$ cat src/rtl/bsg_coatcheck_pkg.sv
// Width helpers shared by the coat-check table and its metadata store.
package bsg_coatcheck_pkg;

  function automatic int safe_clog2(input int n);
    return (n <= 1) ? 1 : $clog2(n);
  endfunction

  function automatic int count_width(input int n);
    return $clog2(n + 1);
  endfunction

endpackage

$ cat src/rtl/bsg_coatcheck_meta_mem.sv
// Per-id metadata flop array (1 sync write, 1 async read) and busy vector.
module bsg_coatcheck_meta_mem
  import bsg_coatcheck_pkg::*;
#(
  parameter  int els_p        = 4,
  parameter  int meta_width_p = 8,
  localparam int id_width_lp  = safe_clog2(els_p)
) (
  input  logic                    clk_i,
  input  logic                    reset_n_i,
  input  logic                    w_v_i,
  input  logic [id_width_lp-1:0]  w_id_i,
  input  logic [meta_width_p-1:0] w_meta_i,
  input  logic [id_width_lp-1:0]  r_id_i,
  output logic [meta_width_p-1:0] r_meta_o,
  input  logic                    clr_v_i,
  input  logic [id_width_lp-1:0]  clr_id_i,
  output logic [els_p-1:0]        busy_o
);

  logic [meta_width_p-1:0] meta_q [els_p];
  logic [meta_width_p-1:0] meta_d [els_p];
  logic [els_p-1:0]        busy_q, busy_d;

  always_comb begin
    meta_d = meta_q;
    busy_d = busy_q;
    for (int i = 0; i < els_p; i++) begin
      if (clr_v_i && clr_id_i == id_width_lp'(i)) busy_d[i] = 1'b0;
      // set after clear so a same-cycle re-issue keeps the id busy
      if (w_v_i && w_id_i == id_width_lp'(i)) begin
        busy_d[i] = 1'b1;
        meta_d[i] = w_meta_i;
      end
    end
  end

  always_comb begin
    r_meta_o = '0;
    for (int i = 0; i < els_p; i++)
      if (r_id_i == id_width_lp'(i)) r_meta_o = meta_q[i];
  end

  always_ff @(posedge clk_i or negedge reset_n_i) begin
    if (!reset_n_i) busy_q <= '0;
    else            busy_q <= busy_d;
  end

  always_ff @(posedge clk_i) begin
    meta_q <= meta_d;
  end

  assign busy_o = busy_q;

endmodule

$ cat src/rtl/bsg_coatcheck_table.sv
// Tags requests with pool ids, stores metadata, and pairs returning responses.
module bsg_coatcheck_table
  import bsg_coatcheck_pkg::*;
#(
  parameter  int els_p          = 4,
  parameter  int meta_width_p   = 8,
  parameter  int data_width_p   = 32,
  localparam int id_width_lp    = safe_clog2(els_p),
  localparam int count_width_lp = count_width(els_p)
) (
  input  logic                      clk_i,
  input  logic                      reset_n_i,
  input  logic                      pool_alloc_v_i,
  input  logic [id_width_lp-1:0]    pool_alloc_id_i,
  output logic                      pool_alloc_yumi_o,
  output logic                      pool_dealloc_v_o,
  output logic [id_width_lp-1:0]    pool_dealloc_id_o,
  input  logic                      req_v_i,
  input  logic [meta_width_p-1:0]   req_meta_i,
  output logic                      req_ready_o,
  output logic                      req_v_o,
  output logic [id_width_lp-1:0]    req_id_o,
  input  logic                      req_ready_i,
  input  logic                      resp_v_i,
  input  logic [id_width_lp-1:0]    resp_id_i,
  input  logic [data_width_p-1:0]   resp_data_i,
  output logic                      resp_ready_o,
  output logic                      resp_v_o,
  output logic [id_width_lp-1:0]    resp_id_o,
  output logic [meta_width_p-1:0]   resp_meta_o,
  output logic [data_width_p-1:0]   resp_data_o,
  input  logic                      resp_yumi_i,
  output logic [count_width_lp-1:0] outstanding_o,
  output logic                      empty_o
);

  logic                      fire, accept;
  logic [meta_width_p-1:0]   rd_meta;
  logic [els_p-1:0]          busy;
  logic                      resp_v_q, resp_v_d;
  logic [id_width_lp-1:0]    resp_id_q, resp_id_d;
  logic [meta_width_p-1:0]   resp_meta_q, resp_meta_d;
  logic [data_width_p-1:0]   resp_data_q, resp_data_d;
  logic [count_width_lp-1:0] cnt_q, cnt_d;

  assign req_ready_o = pool_alloc_v_i & req_ready_i;
  assign req_v_o     = req_v_i & pool_alloc_v_i;
  assign req_id_o    = pool_alloc_id_i;
  assign fire        = req_v_i & req_ready_o;

  assign pool_alloc_yumi_o = fire;

  assign resp_ready_o = ~resp_v_q | resp_yumi_i;
  assign accept       = resp_v_i & resp_ready_o;

  assign pool_dealloc_v_o  = accept;
  assign pool_dealloc_id_o = resp_id_i;

  bsg_coatcheck_meta_mem #(
    .els_p        (els_p),
    .meta_width_p (meta_width_p)
  ) u_mem (
    .clk_i     (clk_i),
    .reset_n_i (reset_n_i),
    .w_v_i     (fire),
    .w_id_i    (pool_alloc_id_i),
    .w_meta_i  (req_meta_i),
    .r_id_i    (resp_id_i),
    .r_meta_o  (rd_meta),
    .clr_v_i   (accept),
    .clr_id_i  (resp_id_i),
    .busy_o    (busy)
  );

  always_comb begin
    resp_v_d    = accept | (resp_v_q & ~resp_yumi_i);
    resp_id_d   = resp_id_q;
    resp_meta_d = resp_meta_q;
    resp_data_d = resp_data_q;
    if (accept) begin
      resp_id_d   = resp_id_i;
      resp_meta_d = rd_meta;
      resp_data_d = resp_data_i;
    end
  end

  always_comb begin
    cnt_d = cnt_q;
    unique case (1'b1)
      fire & ~accept: cnt_d = cnt_q + count_width_lp'(1);
      accept & ~fire: cnt_d = cnt_q - count_width_lp'(1);
      default:        cnt_d = cnt_q;
    endcase
  end

  always_ff @(posedge clk_i or negedge reset_n_i) begin
    if (!reset_n_i) begin
      resp_v_q <= 1'b0;
      cnt_q    <= '0;
    end else begin
      resp_v_q <= resp_v_d;
      cnt_q    <= cnt_d;
    end
  end

  always_ff @(posedge clk_i) begin
    resp_id_q   <= resp_id_d;
    resp_meta_q <= resp_meta_d;
    resp_data_q <= resp_data_d;
  end

  assign resp_v_o      = resp_v_q;
  assign resp_id_o     = resp_id_q;
  assign resp_meta_o   = resp_meta_q;
  assign resp_data_o   = resp_data_q;
  assign outstanding_o = cnt_q;
  assign empty_o       = (cnt_q == '0);

`ifndef SYNTHESIS
  logic resp_busy;

  always_comb begin
    resp_busy = 1'b0;
    for (int i = 0; i < els_p; i++)
      if (resp_id_i == id_width_lp'(i)) resp_busy = busy[i];
  end

  always_ff @(posedge clk_i) begin
    if (reset_n_i) begin
      if (accept)
        assert (resp_busy)
          else $error("response for idle id %0d", resp_id_i);
      if (resp_yumi_i)
        assert (resp_v_q)
          else $error("yumi without valid output");
      if (fire && !accept)
        assert (cnt_q != count_width_lp'(els_p))
          else $error("request fired with all ids outstanding");
    end
  end
`endif

endmodule
$ cat config.mk
export PLATFORM = sky130hd
export DESIGN_NAME = bsg_coatcheck_table
export DESIGN_NICKNAME = d
export VERILOG_FILES = /design/src/rtl/bsg_coatcheck_pkg.sv /design/src/rtl/bsg_coatcheck_meta_mem.sv /design/src/rtl/bsg_coatcheck_table.sv
export SDC_FILE = /design/constraint.sdc
export NUM_CORES = 1
export LEC_CHECK = 0
export ABC_CLOCK_PERIOD_IN_PS = 3100
export CAP_MARGIN = 20
export CORE_MARGIN = 2
export CORE_UTILIZATION = 25
export CTS_CLUSTER_DIAMETER = 50
export DETAILED_ROUTE_END_ITERATION = 8
export PLACE_DENSITY_LB_ADDON = 0.08
export SLEW_MARGIN = 20
export SYNTH_ARGS = -nofsm -noshare
export SYNTH_HDL_FRONTEND = slang
export SYNTH_SLANG_ARGS = --single-unit
$ cat constraint.sdc
create_clock -name clk_i -period 3.1 [get_ports clk_i]
set_input_delay 0.62 -clock clk_i [delete_from_list [all_inputs] [get_ports clk_i]]
set_output_delay 0.62 -clock clk_i [all_outputs]
set_load 0.05 [all_outputs]
# Yosys cells after proc, flatten, opt, wreduce, memory -nomap -nowiden
# Index checks and enable logic that the tools add are counted.
# classes
add_sub_neg,2
eq_ne,6
mux,5
bitwise_logic,13
n_reduce_logical,8
# ops
operator,n
8-bit two-way mux,4
2-bit == test (second input constant),4
1-bit bitwise AND,7
3-bit case mux with 2 select lines,1
2-bit by 1-bit == test with 1-bit output (second input constant),2
1-bit logical AND,4
2-bit logical NOT,2
1-bit inverter,4
3-bit by 1-bit adder with 3-bit output (second input constant),1
3-bit logical NOT,1
3-bit by 1-bit subtractor with 3-bit output (second input constant),1
1-bit OR,2
2-bit nonzero test,1
# word_totals
register_bits,78
input_bits,51
output_inout_bits,56
wordCells,43

# Logic depth before layout (Yosys ltp)
# depth
word_depth,6
ltp_mapped,8
ltp_nobuf,8

# By module
# From an unflattened synthesis, not the netlist that was laid out.
# hier_totals
cells_unflattened,128
area_unflattened_um2,2865.2
# by_module_without_submodules
mod,n_inst,cells_per_inst,area_per_inst_um2,seq_area_each_um2
bsg_coatcheck_table,1,69,1517.7,1361.3
bsg_coatcheck_meta_mem,1,59,1347.5,1061.0

# Worst setup path before layout
# No wires, ideal clock.
# synth_path
path_type,in2reg
startpoint,input port resp_yumi_i
endpoint,register cnt_q[2] (netlist: outstanding_o[2])
setup_time_ns,0.082
t_arrival_ns,3.725
required_time_ns,3.018
slack_ns,-0.707
stages,8
path_buffers,0
path_cell_list,nand2b_1 > and2_1 > ha_1 > inv_1 > fa_1 > xor2_1 > nor2_1 > xor2_1
# synth_via
elab_chain_cells,5
word_cells_on_any_way,7
classes_between,mux: 1; bitwise: 5; reduce/logical: 1
# synth_rtl
element,line,rtl
from (decl),bsg_coatcheck_table.sv:32,"input logic resp_yumi_i,"
1-bit OR *,bsg_coatcheck_table.sv:53,assign resp_ready_o = ~resp_v_q | resp_yumi_i;
1-bit bitwise AND *,bsg_coatcheck_table.sv:54,assign accept = resp_v_i & resp_ready_o;
net pool_dealloc_v_o,bsg_coatcheck_table.sv:16,"output logic pool_dealloc_v_o,"
1-bit inverter,bsg_coatcheck_table.sv:90,fire & ~accept: cnt_d = cnt_q + count_width_lp'(1);
1-bit bitwise AND,bsg_coatcheck_table.sv:90,
3-bit case mux with 2 select lines / 2-bit nonzero test (equally long branches),n/a,
to (signal assigned),bsg_coatcheck_table.sv:102,cnt_q <= cnt_d;
to (decl),bsg_coatcheck_table.sv:44,"logic [count_width_lp-1:0] cnt_q, cnt_d;"
# The timed path passes the listed nets; every way through them passes the cells marked *.
# A chain may end at the register's enable or synchronous reset.

# Worst setup path in the final report
# layout_path
startpoint,input port pool_alloc_v_i
endpoint,output port req_v_o
# layout_via
elab_chain_cells,1
# layout_rtl
element,line,rtl
from (decl),bsg_coatcheck_table.sv:13,"input logic pool_alloc_v_i,"
1-bit bitwise AND,bsg_coatcheck_table.sv:47,assign req_v_o = req_v_i & pool_alloc_v_i;
to (decl),bsg_coatcheck_table.sv:21,"output logic req_v_o,"
# Every way passes these cells.

==> impl_metrics.env <==
export IMPL_status="finished, final reports clean"
export IMPL_slew_violations=0
export IMPL_startpoint="pool_alloc_v_i"
export IMPL_grt_pass1_vias=1492
export IMPL_clock_skew_ns=0.0104
export IMPL_finalSetupTns_ns=0
export IMPL_reg2reg_to="outstanding_o[2]$_DFFE_PN0P_"
export IMPL_cap_violations=0
export IMPL_swShare=0.284
export IMPL_fmax_mhz=378
export IMPL_final_common_cell="clkdlybuf4s50_1"
export IMPL_yosysTopAreaCell="edfxtp_1"
export IMPL_mostFrequentLayoutCells="102 x clkdlybuf4s50_1, 74 x edfxtp_1, 9 x clkbuf_8, 8 x mux4_2, 8 x buf_4"
export IMPL_yosysSeqAreaShare=0.859
export IMPL_combPwrFrac=0.208
export IMPL_start_util=0.259
export IMPL_layout_drive_gt1_share=0.139
export IMPL_routed_wl_um=5330
export IMPL_wire_per_inst_um=14.3
export IMPL_cts_buffer_depth=2
export IMPL_antenna_cells=0
export IMPL_die_area_um2=11700
export IMPL_io_buffer_count=106
export IMPL_dp_slack_ns=0.453
export IMPL_vdd_drop_max_uv=177
export IMPL_die_w_um=108
export IMPL_power_density_nw_per_um2=605
export IMPL_antenna_left=0
export IMPL_postPlaceCellArea_um2=3950
export IMPL_worstSetupEndpoint="req_v_o"
export IMPL_p_int_uw=1800
export IMPL_path_clk_slew_ns=0.07
export IMPL_slew_headroom=0.645
export IMPL_die_h_um=108
export IMPL_clock_power_share=0.294
export IMPL_tritoncts="done"
export IMPL_rr_worst_depth=8
export IMPL_timing_final_crit_share=0.854
export IMPL_synth_top_area_share=0.822
export IMPL_gp_congestion=0.669
export IMPL_ys_types=19
export IMPL_ys_ff_latch=78
export IMPL_setup_ws_ns=0.453
export IMPL_clock_latency_ns=0.34
export IMPL_worstSetupEndpointType="output pin"
export IMPL_area_growth_pct=53.4
export IMPL_vias=1463
export IMPL_ys_warn_count=0
export IMPL_avgSynthCellArea_um2=23.5
export IMPL_route_detailed_drc=0
export IMPL_numCtsBuffers=9
export IMPL_cts_setup_buffers=0
export IMPL_path_class="in -> out"
export IMPL_syn_inst=115
export IMPL_clkSinkCount=78
export IMPL_cp_start_kind="input pin"
export IMPL_nets=285
export IMPL_grt_max_degree=39
export IMPL_cp_required_ns=2.48
export IMPL_p_leak_uw=0.00143
export IMPL_via_per_inst=3.92
export IMPL_arrival_ns=2.03
export IMPL_grt_first_pass_wirelength_um=8010
export IMPL_rsz0062_at_grt="false"
export IMPL_p_total_uw=2510
export IMPL_path_max_fanout=2
export IMPL_root_buffer="clkbuf_8"
export IMPL_fin_crit_ns=2.65
export IMPL_worst_pin_slew_ns=0.532
export IMPL_synth_nets=168
export IMPL_finalHoldViolCount=0
export IMPL_design_area_um2=4150
export IMPL_core_region_area_um2=10400
export IMPL_cts_htree_levels=3
export IMPL_finalSetupViolations=0
export IMPL_drtIter0Drc=44
export IMPL_drtPass1Iterations=4
export IMPL_rrSetupSlack_ns=1.28
export IMPL_yosys_top_cells_area="edfxtp_1 82%, mux4_2 6.7%, dfrtp_1 3.7%"
export IMPL_std_cell_rows=37
export IMPL_hold_buffers=0
export IMPL_track_usage=0.0952
export IMPL_synth_area_um2=2700
export IMPL_overflow=0
export IMPL_antenna_found_initial=0
export IMPL_r2r_start="resp_v_o$_DFF_PN0_"
export IMPL_hp_class="in -> async"
export IMPL_pwr_share_seq=0.499
export IMPL_ctsResizeCount=0
export IMPL_ios=107
export IMPL_whs_ns=0.490
export IMPL_netSwitchingPower_uw=712
==> per-layer routing <==
metal	up-vias	global-route usage	wire length, um
li1	681	-	-
met1	698	0.121	2340
met3	12	0.0344	476
met4	0	0.0495	106
met5	-	0	0
met2	72	0.142	2410
==> cells by family after synthesis <==
kind of cell,synth area share
flops,0.859
buf+inv,0.0227
mux,0.0704
xor+xnor,0.00972
fa+ha+maj,0.0120
simple gates,0.0259
==> power groups by stage <==
stage / Combinational, uW / Sequential, uW / Clock (uW)
floorplan: 132 / 1450 / 0
finish: 521 / 1250 / 737
global placement: 527 / 1280 / 0
CTS: 530 / 1250 / 773
global route: 554 / 1260 / 813
detailed placement: 529 / 1280 / 0
==> layout make-up <==
| cell class | instances | area [um2] |
|---|---|---|
| Fill cell | 984 | 6270 |
| Sequential cell | 78 | 2320 |
| Timing Repair Buffer | 112 | 1120 |
| Multi-Input combinational cell | 27 | 322 |
| Tap cell | 136 | 170 |
| Clock buffer | 9 | 124 |
| Clock inverter | 7 | 72.6 |
| Inverter | 4 | 15.0 |
==> stage by stage <==
stage                     instances   util
after floorplan                 115      -
after global placement          357  0.379
after detailed placement        357  0.379
after CTS                       373  0.398
after global routing            373  0.398
final                           373  0.398
==> Yosys cell counts, drive strengths merged <==
cell type	instances
dfrtp	4
edfxtp	74
ha	1
and3	1
mux2i	1
nor3b	1
inv	4
nor3	2
xnor2	1
xor2	2
buf	5
nand2	2
nand2b	2
mux4	8
nor2	2
and2	3
clkbuf	1
fa	1
==> sequential cells by signal (all words and copies together), names as in the netlist <==
signal	cells
outstanding_o	3
resp_data_o	32
resp_id_o	2
resp_meta_o	8
resp_v_o	1
u_mem.meta_q	32
==> worst max-delay path: stages <==
cell and delay (ns):
clkdlybuf4s50_1 0.47, and2_1 0.14, clkdlybuf4s50_1 0.80
==> worst min-delay path by stage <==
stage                                      start                            to  slack, ns  cells after the start
floorplan                              reset_n_i  outstanding_o[0]$_DFFE_PN0P_       0.32                      0
global placement    outstanding_o[2]$_DFFE_PN0P_  outstanding_o[2]$_DFFE_PN0P_       0.49                      1
detailed placement  outstanding_o[2]$_DFFE_PN0P_  outstanding_o[2]$_DFFE_PN0P_       0.49                      1
CTS                                    reset_n_i            resp_v_o$_DFF_PN0_       0.47                      1
global route                           reset_n_i            resp_v_o$_DFF_PN0_       0.49                      1
finish                                 reset_n_i  outstanding_o[2]$_DFFE_PN0P_       0.49                      1
Power figures use the tool's default switching activity.
